===== src/rtl/encoder8_3_serial.sv =====
// Serial 8-to-3 encoder: captures a request vector and emits each set line's index over valid/ready.
// Optional round-robin selection is enabled by defining ENC_ROUND_ROBIN_EN; otherwise lowest index wins.
module encoder8_3_serial (
    input  logic       clk,
    input  logic       rst,
    input  logic       Ena,
    input  logic       load,
    input  logic [7:0] input_line,
    input  logic       ready,
    output logic [2:0] output_line,
    output logic       valid,
    output logic       busy,
    output logic [3:0] pending_cnt,
    output logic       done
);
    localparam int unsigned N_LINES = 8;
    localparam int unsigned CODE_W  = 3;
    localparam int unsigned CNT_W   = 4;

    typedef enum logic {
        IDLE = 1'b0,
        EMIT = 1'b1
    } state_t;

    state_t              state_q, state_d;
    logic [N_LINES-1:0]  pending_q, pending_d;
    logic [CNT_W-1:0]    cnt_q, cnt_d;
    logic                done_q, done_d;
    logic                busy_q, busy_d;
    logic [CODE_W-1:0]   sel;
    logic                hs;

`ifdef ENC_ROUND_ROBIN_EN
    logic [CODE_W-1:0]   ptr_q, ptr_d;
    logic [CODE_W-1:0]   idx;

    // First pending line at or after the pointer, wrapping 7 -> 0; lowest offset wins.
    always_comb begin
        sel = '0;
        idx = '0;
        for (int i = N_LINES - 1; i >= 0; i--) begin
            idx = ptr_q + CODE_W'(i);
            if (pending_q[idx]) begin
                sel = idx;
            end
        end
    end
`else
    // Fixed priority: lowest pending index.
    always_comb begin
        sel = '0;
        for (int i = N_LINES - 1; i >= 0; i--) begin
            if (pending_q[i]) begin
                sel = CODE_W'(i);
            end
        end
    end
`endif

    assign valid       = Ena && (state_q == EMIT);
    assign output_line = valid ? sel : '0;
    assign hs          = valid && ready;

    assign busy        = busy_q;
    assign pending_cnt = cnt_q;
    assign done        = done_q;

    // Next-state logic; with Ena low everything holds and done drops.
    always_comb begin
        state_d   = state_q;
        pending_d = pending_q;
        done_d    = 1'b0;
`ifdef ENC_ROUND_ROBIN_EN
        ptr_d     = ptr_q;
`endif
        if (Ena) begin
            case (state_q)
                IDLE: begin
                    if (load) begin
                        pending_d = input_line;
                        if (input_line != '0) begin
                            state_d = EMIT;
                        end else begin
                            done_d = 1'b1;
                        end
                    end
                end
                EMIT: begin
                    if (hs) begin
                        pending_d[sel] = 1'b0;
`ifdef ENC_ROUND_ROBIN_EN
                        ptr_d = sel + CODE_W'(1);
`endif
                        if (pending_d == '0) begin
                            state_d = IDLE;
                            done_d  = 1'b1;
                        end
                    end
                end
                default: state_d = IDLE;
            endcase
        end

        cnt_d = '0;
        for (int i = 0; i < N_LINES; i++) begin
            cnt_d = cnt_d + CNT_W'(pending_d[i]);
        end
        busy_d = (state_d == EMIT);
    end

    always_ff @(posedge clk) begin
        if (rst) begin
            state_q   <= IDLE;
            pending_q <= '0;
            cnt_q     <= '0;
            done_q    <= 1'b0;
            busy_q    <= 1'b0;
`ifdef ENC_ROUND_ROBIN_EN
            ptr_q     <= '0;
`endif
        end else begin
            state_q   <= state_d;
            pending_q <= pending_d;
            cnt_q     <= cnt_d;
            done_q    <= done_d;
            busy_q    <= busy_d;
`ifdef ENC_ROUND_ROBIN_EN
            ptr_q     <= ptr_d;
`endif
        end
    end
endmodule


===== config.mk =====
export PLATFORM = sky130hd
export DESIGN_NAME = encoder8_3_serial
export DESIGN_NICKNAME = d
export VERILOG_FILES = /design/src/rtl/encoder8_3_serial.sv
export SDC_FILE = /design/constraint.sdc
export NUM_CORES = 1
export LEC_CHECK = 0
export CAP_MARGIN = 25
export CORE_MARGIN = 3
export CORE_UTILIZATION = 40
export CTS_CLUSTER_DIAMETER = 120
export DETAILED_ROUTE_END_ITERATION = 6
export PLACE_DENSITY = 0.67
export SLEW_MARGIN = 15
export SYNTH_ARGS = -nofsm -noshare
export SYNTH_HDL_FRONTEND = slang
export SYNTH_SLANG_ARGS = --single-unit

===== constraint.sdc =====
create_clock -name clk -period 3.9 [get_ports clk]
set_input_delay 0.78 -clock clk [delete_from_list [all_inputs] [get_ports clk]]
set_output_delay 0.78 -clock clk [all_outputs]
set_load 0.02 [all_outputs]

==> flow_summary.ini <==
[cts]
cts-root-buf = clkbuf_4
path_clk_slew_ns = 0.08
numClockSinks = 14
cts_tree = yes
hold_buffers = 0
clock_path_buffers = 2
htreeDepth = 1
numCtsBuffers = 3
clock_latency_ns = 0.29

[worst_setup_path]
start_kind = input pin
r2r_slack_ns = 0.23
r2r.worst_path.cells = 12
timing.rr.start = busy
setup.worst_path.end = pending_cnt[1]
cp_cell_sequence = clkdlybuf4s15_1, nor2b_2, a41oi_2, o21ai_2, and2_4, fa_1, fa_1, fa_1, inv_1, ha_2, inv_2, fa_2, nor2_2
crit_top_cell = fa_1
crit_path_top_delay_cell = fa_1
endpoint_kind = flop
arrival_ns = 3.95
critPathMaxFanout = 3
crit_path_start = load
reg2reg_to = pending_cnt[1]
critical_path.max_stage_delay_ns = 0.56
critPathRequiredTime_ns = 4.07
path_class = input pin to flop

[timing]
layout_setup_ws_ns = 0.115
fin_hold_ws_ns = 0.637
maxSlewHeadroom_pct = 65.4
worst_clock_skew_ns = 0.00697
hold_viol = 0
worst_pin_slew_ns = 0.518
fmax_mhz = 264
min_period_ns = 3.78
final_max_slew_viol_count = 0
setup_violations = 0
finalCritPeriodShare_pct = 97.1

[global_routing]
antenna_found_initial = 0
grt_pass1_wl_um = 5070
grt_max_degree = 13
grt_pass1_vias = 1086
overflow = 0
grt_use_total_pct = 20.3

[floorplan]
start_util_pct = 44.4
core_um2 = 2320
rows = 17
dieArea_um2 = 3220
chipWidth_um = 56.7
ioPinCount = 23
die_h_um = 56.7

[route]
viasPerCell = 5.68
num_vias = 1118
post-route-drc-count = 0
routed_wl_um = 3140
dr.pass1.iters = 4
postRouteAntennaNets = 0
first_iter_violations = 35
avgRoutedWirePerCell_um = 16.0

[synthesis]
ys_ff_latch = 14
synth.area.top_cells = dfxtp_1, fa_1, a21oi_1
netlist_area_um2 = 1030
synth_edf_count = 0
avgSynthCellArea_um2 = 7.97
synth_ff_type = dfxtp_1
ys_seq_area_share_pct = 27.3
synth.top_cell.area_share_pct = 27.3
async_reset_ff_share_pct = 0
yosysUniqueCellTypes = 41
yosys_warnings = 0
synthCells = 129
netlist.top_cell.by_area = dfxtp_1
syn_nets = 149

[power_and_ir_drop]
leakagePower_nw = 0.622
p_per_area_nw_per_um2 = 324
ir_drop_mv = 0.376

[placed_design]
io_buffer_count = 22
hpwl_um = 2500
postPlaceCellArea_um2 = 1400
gp_congestion = 0.889
pre_cts_ws_ns = -0.538

[finish]
drive_gt1_share_pct = 22.5
most-common-layout-cells = buf_4, clkdlybuf4s50_1, dfxtp_1
final_common_cell = buf_4
multi_input_area_um2 = 706
seq_area_um2 = 280
nNetsFinal = 190
fill_cells = 205
synthToLayoutAreaGrowth_pct = 43.9
diodes = 0
final_area_um2 = 1480

[run]
max_cap_violations = 0

[hold_path]
min_path_cells = 2
hold_class = flop to flop
hold_start = pending_q[3]

[run_status]
status = finished, final reports clean
## sequential cells by signal (all words and copies together), names as in the netlist
register / flops
busy: 1
done: 1
pending_cnt: 4
pending_q: 8
## timing repair
action                     4_1_cts  5_1_grt
setup endpoints to repair        2        2
setup buffers                    0        1
resized for setup                9       10
pin swaps                        3        5
## worst max-delay path, delay by kind of cell
kind / cells / cell delay, ns
buf+inv: 3 / 0.33
fa+ha+maj: 5 / 2.17
compound gates: 2 / 0.27
simple gates: 3 / 0.39
## cells in the mapped netlist, types with 4 or more instances
cell type,number
dfxtp_1,14
inv_1,13
nand2b_1,4
o21ai_0,7
fa_1,4
nand2_1,7
nand3_1,5
a21oi_1,10
nor2_1,13
nor2b_1,4
## power by group
group / switching, mW / total [mW] / internal [mW] / leakage [nW]
clock network: 0.0473 / 0.104 / 0.0569 / 0.0210
logic: 0.103 / 0.203 / 0.100 / 0.486
registers: 0.0155 / 0.173 / 0.158 / 0.114
## layer usage
layer  vias up  GRT usage [%]  wire [um]
li1        539              -          -
met4         0           4.75         31
met2        50           33.5       1580
met1       523           25.6       1260
met5         -              0          0
met3         6           6.44        277
## how the worst min path moves through the flow
stage,slack (ns),end
floorplan,0.54,pending_q[5]
global placement,0.62,pending_q[3]
detailed placement,0.62,pending_q[5]
CTS,0.64,pending_q[5]
global route,0.67,pending_q[3]
finish,0.64,pending_q[3]
## through the flow
step | std cells | util (%) | power [mW] | setup TNS (ns)
floorplan | 129 | - | 0.282 | 0
global placement | 193 | 60.5 | 0.360 | -1.12
detailed placement | 193 | 60.5 | 0.367 | -1.35
CTS | 197 | 62.4 | 0.473 | 0
global route | 197 | 63.8 | 0.507 | -0.0406
finish | 197 | 63.8 | 0.480 | 0
## logic make-up (layout without fill, tap and decap cells)
family          count (synthesis)  after routing  synth area share (%)
fa+ha+maj                       7              7                  11.4
compound gates                 35             35                  23.0
buf+inv                        19             59                  8.03
mux                             1              1                 0.973
simple gates                   52             52                  28.5
xor+xnor                        1              1                 0.852
flops                          14             14                  27.3
## area by class of cell
cell class / instances / area share, %
Clock buffer: 4 / 2.45
Timing Repair Buffer: 42 / 25.3
Tap cell: 28 / 2.37
Sequential cell: 14 / 18.9
Multi-Input combinational cell: 96 / 47.7
Inverter: 13 / 3.30
Power figures use the tool's default switching activity.
